<file path="config.mk">
export PLATFORM = sky130hd
export DESIGN_NAME = uart_paddle_ctrl
export DESIGN_NICKNAME = d
export VERILOG_FILES = /design/src/rtl/uart_paddle_ctrl.sv
export SDC_FILE = /design/constraint.sdc
export NUM_CORES = 1
export LEC_CHECK = 0
export BUFFER_PORTS_ARGS = -buffer_cell sky130_fd_sc_hd__buf_2
export CORE_MARGIN = 8
export CORE_UTILIZATION = 57
export CTS_CLUSTER_DIAMETER = 120
export DETAILED_ROUTE_END_ITERATION = 16
export GPL_ROUTABILITY_DRIVEN = 0
export GPL_TIMING_DRIVEN = 0
export PLACE_DENSITY = 0.87
export SLEW_MARGIN = 40
export SYNTH_ARGS = -nofsm -noshare
export SYNTH_HDL_FRONTEND = slang
export SYNTH_SLANG_ARGS = --single-unit
</file>
<file path="constraint.sdc">
create_clock -name clk -period 3.92 [get_ports clk]
set_input_delay 0.196 -clock clk [delete_from_list [all_inputs] [get_ports clk]]
set_output_delay 0.196 -clock clk [all_outputs]
set_load 0.01 [all_outputs]
</file>
<file path="src/rtl/uart_paddle_ctrl.sv">
// rtl/uart_paddle_ctrl.sv - UART key decoder driving Pong paddle positions and game control
// Optional feature macro: UART_PADDLE_CASE_FOLD_EN (uppercase R P N W S I K act like lowercase).
module uart_paddle_ctrl #(
  parameter int CLK_FREQ = 100_000_000,
  parameter int BAUD     = 115200,
  parameter int STEP     = 16,
  parameter int Y_MAX    = 416,
  parameter int Y_INIT   = 208
) (
  input  logic        clk,
  input  logic        reset,
  input  logic        rx,
  output logic [31:0] y_pos_1,
  output logic [31:0] y_pos_2,
  output logic [31:0] ctrl,
  output logic        key_valid,
  output logic        rx_err
);

  localparam int          CLKS_PER_BIT = CLK_FREQ / BAUD;
  localparam int          HALF_BIT     = CLKS_PER_BIT / 2;
  localparam logic [15:0] BIT_LAST     = 16'(CLKS_PER_BIT - 1);
  localparam logic [15:0] HALF_LAST    = 16'(HALF_BIT - 1);
  localparam logic [8:0]  STEP_V       = 9'(STEP);
  localparam logic [8:0]  Y_MAX_V      = 9'(Y_MAX);
  localparam logic [8:0]  Y_INIT_V     = 9'(Y_INIT);
  localparam logic [8:0]  DOWN_LIMIT   = 9'(Y_MAX - STEP);

  localparam logic [1:0]  CTRL_STOP    = 2'b00;
  localparam logic [1:0]  CTRL_RUN     = 2'b01;
  localparam logic [1:0]  CTRL_RESTART = 2'b10;

  localparam logic [7:0]  KEY_RUN      = 8'h72;  // 'r'
  localparam logic [7:0]  KEY_STOP     = 8'h70;  // 'p'
  localparam logic [7:0]  KEY_RESTART  = 8'h6E;  // 'n'
  localparam logic [7:0]  KEY_P1_UP    = 8'h77;  // 'w'
  localparam logic [7:0]  KEY_P1_DOWN  = 8'h73;  // 's'
  localparam logic [7:0]  KEY_P2_UP    = 8'h69;  // 'i'
  localparam logic [7:0]  KEY_P2_DOWN  = 8'h6B;  // 'k'

  typedef enum logic [2:0] {S_IDLE, S_START, S_DATA, S_STOP, S_BREAK} state_t;

  logic        rx_meta_q;
  logic        rx_s_q;
  state_t      state_q;
  logic [15:0] cnt_q;
  logic [2:0]  bit_q;
  logic [7:0]  shift_q;
  logic        key_valid_q;
  logic        rx_err_q;
  logic [8:0]  y1_q, y1_d;
  logic [8:0]  y2_q, y2_d;
  logic [1:0]  ctrl_q, ctrl_d;
  logic        accept;
  logic [7:0]  key;

  function automatic logic [8:0] step_up(input logic [8:0] y);
    return (y < STEP_V) ? 9'd0 : y - STEP_V;
  endfunction

  function automatic logic [8:0] step_down(input logic [8:0] y);
    return (y > DOWN_LIMIT) ? Y_MAX_V : y + STEP_V;
  endfunction

  // Two-flop synchronizer; flops reset to the idle-high line level
  always_ff @(posedge clk or negedge reset) begin
    if (!reset) begin
      rx_meta_q <= 1'b1;
      rx_s_q    <= 1'b1;
    end else begin
      rx_meta_q <= rx;
      rx_s_q    <= rx_meta_q;
    end
  end

  // 8N1 receive FSM with registered key_valid / rx_err pulses
  always_ff @(posedge clk or negedge reset) begin
    if (!reset) begin
      state_q     <= S_IDLE;
      cnt_q       <= '0;
      bit_q       <= '0;
      shift_q     <= '0;
      key_valid_q <= 1'b0;
      rx_err_q    <= 1'b0;
    end else begin
      key_valid_q <= 1'b0;
      rx_err_q    <= 1'b0;
      case (state_q)
        S_IDLE: begin
          cnt_q <= '0;
          if (!rx_s_q) state_q <= S_START;
        end
        S_START: begin
          if (cnt_q == HALF_LAST) begin
            cnt_q   <= '0;
            bit_q   <= '0;
            // A start bit that is high again at its centre was only a glitch
            state_q <= rx_s_q ? S_IDLE : S_DATA;
          end else begin
            cnt_q <= cnt_q + 16'd1;
          end
        end
        S_DATA: begin
          if (cnt_q == BIT_LAST) begin
            cnt_q   <= '0;
            shift_q <= {rx_s_q, shift_q[7:1]};
            bit_q   <= bit_q + 3'd1;
            if (bit_q == 3'd7) state_q <= S_STOP;
          end else begin
            cnt_q <= cnt_q + 16'd1;
          end
        end
        S_STOP: begin
          if (cnt_q == BIT_LAST) begin
            cnt_q <= '0;
            if (rx_s_q) begin
              key_valid_q <= 1'b1;
              state_q     <= S_IDLE;
            end else begin
              rx_err_q <= 1'b1;
              state_q  <= S_BREAK;
            end
          end else begin
            cnt_q <= cnt_q + 16'd1;
          end
        end
        S_BREAK: begin
          // Wait out a held-low line so it is not mistaken for a new start bit
          if (rx_s_q) state_q <= S_IDLE;
        end
        default: state_q <= S_IDLE;
      endcase
    end
  end

  // Byte acceptance is the stop-bit sample itself, so outputs move with key_valid
  assign accept = (state_q == S_STOP) && (cnt_q == BIT_LAST) && rx_s_q;

  // Key decoder: next paddle positions and control word
  always_comb begin
    key    = shift_q;
    y1_d   = y1_q;
    y2_d   = y2_q;
    ctrl_d = ctrl_q;
`ifdef UART_PADDLE_CASE_FOLD_EN
    if (shift_q >= 8'h41 && shift_q <= 8'h5A) key = shift_q | 8'h20;
`else
`endif
    if (accept) begin
      case (key)
        KEY_RUN:  ctrl_d = CTRL_RUN;
        KEY_STOP: ctrl_d = CTRL_STOP;
        KEY_RESTART: begin
          ctrl_d = CTRL_RESTART;
          y1_d   = Y_INIT_V;
          y2_d   = Y_INIT_V;
        end
        KEY_P1_UP:   if (ctrl_q == CTRL_RUN) y1_d = step_up(y1_q);
        KEY_P1_DOWN: if (ctrl_q == CTRL_RUN) y1_d = step_down(y1_q);
        KEY_P2_UP:   if (ctrl_q == CTRL_RUN) y2_d = step_up(y2_q);
        KEY_P2_DOWN: if (ctrl_q == CTRL_RUN) y2_d = step_down(y2_q);
        default: ;
      endcase
    end
  end

  // Game state registers
  always_ff @(posedge clk or negedge reset) begin
    if (!reset) begin
      y1_q   <= Y_INIT_V;
      y2_q   <= Y_INIT_V;
      ctrl_q <= CTRL_STOP;
    end else begin
      y1_q   <= y1_d;
      y2_q   <= y2_d;
      ctrl_q <= ctrl_d;
    end
  end

  assign y_pos_1   = {23'd0, y1_q};
  assign y_pos_2   = {23'd0, y2_q};
  assign ctrl      = {30'd0, ctrl_q};
  assign key_valid = key_valid_q;
  assign rx_err    = rx_err_q;

endmodule

</file>
; Word level (Yosys, flattened, before mapping)
; Index checks and enable logic that the tools add are counted.
[word_totals]
input_bits = 3
reg_bits = 54
wordCells = 93
output_inout_bits = 98
[op_classes]
reduce_logical = 15
muxes = 32
n_addsub = 6
eq_ne = 25
magnitude_cmp = 4
[ops]
columns = op, count
row1 = $mux W9, 8
row2 = $eq A8 B7 Y1 const B, 7
row3 = $pmux W9 S3, 2
row4 = $pmux W16 S3, 1
row5 = $mux W16, 2
row6 = $mux W3, 9
row7 = $ne A2 B2 Y1 const B, 10
row8 = $add A9 B5 Y9 const B, 2
row9 = $gt A9 B9 Y1 const B, 2
row10 = $lt A9 B5 Y1 const B, 2
row11 = $sub A9 B5 Y9 const B, 2
row12 = $add A16 B1 Y16 const B, 1
row13 = $eq A16 B10 Y1 const B, 1
row14 = $eq A16 B9 Y1 const B, 1
row15 = $pmux W3 S5, 1
row16 = $reduce_bool A3 Y1, 4
row17 = $reduce_and A4 Y1, 2
row18 = $eq A3 B2 Y1 const B, 2
row19 = $eq A3 B3 Y1 const B, 2
row20 = $mux W1, 6
row21 = $pmux W2 S3, 1
row22 = $pmux W3 S2, 1
row23 = $reduce_and A6 Y1, 1
row24 = $reduce_and A2 Y1, 2
row25 = other kinds (9), 10

; Longest topological paths before layout
[depth]
depth_word = 4
depth_mapped = 8
mapped_depth_nobuf = 7

; Worst setup path before layout
; OpenSTA, ideal clock, no wires.
[synth_path]
path_kind = register to register
start = reg cnt_q[0]
end = reg y2_q[5]
path_stages_with_launch = 7
required_time_ns = 3.795
n_path_buf = 1
arrival_time_ns = 2.368
period_less_slack_ns = 2.493
setup_slack_ns = 1.427
setup_ns = 0.125
cell_sequence = dfrtp_1 ha_1 or3b_2 or4_1 buf_2 a2111o_1 mux2_4
[synth_via]
elab_chain_len = 4
[synth_rtl]
columns = item, line
row1 = start: declaration, 46  ; logic [15:0] cnt_q;
row2 = start signal: assignment, 100  ; cnt_q <= cnt_q + 16'd1;
row3 = start signal: assignment, 110  ; cnt_q <= cnt_q + 16'd1;
row4 = start signal: assignment, 124  ; cnt_q <= cnt_q + 16'd1;
row5 = $eq A16 B10 Y1, 137  ; assign accept = (state_q == S_STOP) && (cnt_q == BIT_LAST) && rx_s_q;
row6 = $logic_and A1 B1 Y1 (2 in series), 137
row7 = $reduce_and A4 Y1 (no source line), --
row8 = end signal: assignment, 175  ; y2_q <= y2_d;
row9 = end: declaration, 52  ; logic [8:0] y2_q, y2_d;
; Every way passes these cells.
; A chain may end at the register's enable or synchronous reset.

; Worst setup path in the final report
[layout_path]
start = reg cnt_q[0]
end = reg state_q[1]
[layout_via]
elab_chain_len = 3
elab_cells_between_ends = 6
classes_between = eq/ne (5) / reduce/logical (1)
[layout_rtl]
columns = item, line
row1 = $eq A16 B10 Y1 or $eq A16 B9 Y1 (tied branches), "104, 114, 94"
row2 = $ne A2 B2 Y1 (no source line), --
row3 = $reduce_and A6 Y1 (no source line) *, --
row4 = end signal: assignment, 98  ; state_q <= rx_s_q ? S_IDLE : S_DATA;
row5 = end: declaration, 45  ; state_t state_q;
; Mark *: on every way between the ends. The rest lies on a longest branch, timed or not.

==> qor.txt <==
Crit path max-delay family: simple AND/OR/NAND/NOR gates
Clock-pin slew on the worst setup and hold paths: 70 ps
DRT Wirelength: 7330 um
Design Power: 0.867 mW
Final worst path period need: 2790 ps
Fin worst setup slack: 1130 ps
Unrepaired setup endpoints after global routing: no
Critical Path, Cell by Cell: ha_1, or3b_2, nor4_1, o22ai_1, clkbuf_1, o21ai_0, o31ai_1
Final #Nets: 516
Initial DRC count: 171
CTS tree: yes
Final-report setup violation count: 0
Die Y: 93.3 um
Path depth of the worst reg2reg path: 7
TritonCTS buffer count: 5
Starting Density: 0.582
CP endpoint kind: register
Leak: 2.04 nW
Asr flop ratio synth: 1.00
Post-synthesis cell area: 3400 sq um
Latest clock arrival within the worst-skew pair: 300 ps
Largest net degree at the start of global routing: 47
Synth Flop Type: dfrtp_1
Total congestion overflow: 0
Worst Tran Pin Value: 699 ps
Worst-path maximum fanout: 10
Worst Hold Class: register to register
Fin crit share: 0.712
Place WS: 1200 ps
Vias in the first global route: 2715
FMAX: 358 MHz
FP Rows: 28
Area of the die: 8700 sq um
Syn avg cell area: 8.62 sq um
Critical path's slowest cell: or3b_2
Final slew viol count: 0
Critical path depth in cells: 7
Num Clock Sinks: 46
MaxCap Viol Count: 0
Placed cell areas: 3890 sq um
Seq/Total Area, Yosys: 0.341
GRT Util Overall: 0.170
Router iterations before antenna repair: 5
Crit path launch: cnt_q[0]$_DFFE_PN0P_
CP Class: register to register
Reg2Reg Setup Slack: 1130 ps
Sum Neg Setup Slack: 0 ps
#FFs+latches synth: 46
Critical Path Start Type: register
FF-to-FF Start: cnt_q[0]$_DFFE_PN0P_
# DRC: 0
WHS: 358 ps
Initial antenna violation count: 0
# Post-CTS Setup Buffers: 0
Data required time of the worst path: 4090 ps
Total power per unit cell area: 217 nW/um^2
Core Footprint: 5850 sq um
Relative slew slack: 0.534
H-tree lvl count: 2
Delay of the slowest cell on the worst path: 480 ps
Synth Instances: 395
Max rail drop VDD: 0.000210 V
Post-route antenna net violation count: 0
Area grow syn2layout: 17.2%
Post-DP HPWL: 5710 um
CTS max path bufs: 2
Clock Tree Root: clkbuf_8
Synth warn: 0
N_diodes: 0
Outcome: complete, no violations
Worst setup endpoint: state_q[1]$_DFFE_PN0P_
CP Data Arrival Time: 2960 ps
Port buffer count: 16
Skew final: 10.8 ps
Crit path buf inv count: 1
Avg WL per Cell: 12.7 um
Hold_sp: rx_meta_q$_DFF_PN1_
EDFF count, synth: 0
Layout cells sized above 1: 0.245
First-pass GRT wire length: 12400 um
Vias: 2895
IO Pins: 101
Die Wd: 93.3 um
Reg-to-Reg End: state_q[1]$_DFFE_PN0P_
Drt via density: 5.01
Final Cell Area: 3990 sq um
Final Hold Violating Endpoints: 0
Yosys cell types: 61
flip-flops by register name, indices dropped and copies added (netlist names):
| name | cells |
|---|---|
| key_valid | 1 |
| state_q | 3 |
| y1_q | 5 |
| ctrl_q | 2 |
| rx_s_q | 1 |
| bit_q | 3 |
| rx_err | 1 |
| rx_meta_q | 1 |
| y2_q | 5 |
| key | 8 |
| cnt_q | 16 |
synth_stat cells (2+ instances only):
cell,count,share of area
a211oi_1,2,0.0044
a21o_1,3,0.0066
a21oi_1,12,0.018
a221o_1,2,0.0059
a22o_1,3,0.0077
a311oi_1,2,0.0051
a31oi_1,7,0.013
and2_1,4,0.0073
and3_1,5,0.0092
and3b_1,2,0.0051
buf_4,84,0.19
clkbuf_1,15,0.017
dfrtp_1,38,0.28
dfstp_2,8,0.062
ha_1,10,0.037
inv_1,11,0.012
mux2_2,2,0.0066
mux2i_1,5,0.015
nand2_1,43,0.047
nand2b_1,9,0.017
nand3_1,13,0.019
nand3b_1,5,0.011
nand4_1,7,0.013
nand4b_1,2,0.0051
nor2_1,27,0.030
nor3_1,9,0.013
nor4_1,2,0.0037
nor4_2,2,0.0073
nor4bb_1,2,0.0059
o2111ai_1,2,0.0051
o21ai_0,9,0.013
o21ai_1,6,0.0088
o22a_1,2,0.0051
o22ai_1,3,0.0055
or3_1,2,0.0037
or4_1,2,0.0044
or4_4,2,0.0066
xnor2_1,6,0.015
xor2_1,3,0.0077
area by class of cell:
class	instances	area, sq um
buffer	100	692
clock buffer	7	76.3
fill	498	1860
inverter	11	41.3
multi-input combinational	321	1820
sequential	46	1160
tap	75	93.8
timing repair buffer	18	103
stage by stage:
stage / cells / utilization
5_1_grt: 578 / 0.682
2_1_floorplan: 478 / -
4_1_cts: 578 / 0.682
3_5_place_dp: 569 / 0.665
6_report: 578 / 0.682
3_3_place_gp: 569 / 0.665
logic make-up after synthesis:
group,synth area share
compound gates,0.133
xor+xnor,0.0232
fa+ha+maj,0.0368
buf+inv,0.215
flops,0.341
mux,0.0257
other cells,0.00110
simple gates,0.224
layout by cell type (no fill, tap or decap), drive strengths merged, types with 3 or more instances in the layout:
cell type  instances
a22o               3
and2               4
nor3               9
mux2i              5
o22ai              3
nand2b             9
dfstp              8
xor2               3
ha                10
inv               11
clkbuf            22
a21o               3
a31oi              7
mux2               3
nor4               4
or4                4
nand3             13
conb              84
a21oi             12
and3               5
nand3b             5
nand2             43
nand4              7
a211oi             3
xnor2              6
nor2              27
o21ai             15
buf              101
dfrtp             38
how the worst min path moves through the flow:
stage / to / cells past startpoint
final: rx_s_q$_DFF_PN1_ / 0
after detailed placement: cnt_q[0]$_DFFE_PN0P_ / 1
after global placement: rx_meta_q$_DFF_PN1_ / 1
after CTS: rx_s_q$_DFF_PN1_ / 0
after floorplan: bit_q[0]$_DFFE_PN0P_ / 0
after global routing: rx_s_q$_DFF_PN1_ / 0
power breakdown:
group / internal, mW / leakage [nW] / switching [mW] / total, mW
Clock: 0.123 / 0.0383 / 0.150 / 0.273
Combinational: 0.0569 / 1.40 / 0.0603 / 0.117
Sequential: 0.476 / 0.599 / 0.000224 / 0.477
Total: 0.656 / 2.04 / 0.211 / 0.867
what timing repair did:
action / in CTS / in global routing
resized for setup: 0 / 0
endpoints found under the hold margin: 39 / 0
hold buffers: 2 / 0
metal layers:
metal | up-vias | share of wire | GRT usage
met2 | 126 | 0.52 | 0.317
met5 | - | 0 | 0
li1 | 1425 | - | -
met3 | 17 | 0.091 | 0.0425
met1 | 1327 | 0.37 | 0.184
met4 | 0 | 0.015 | 0.0497
Power figures use the tool's default switching activity.
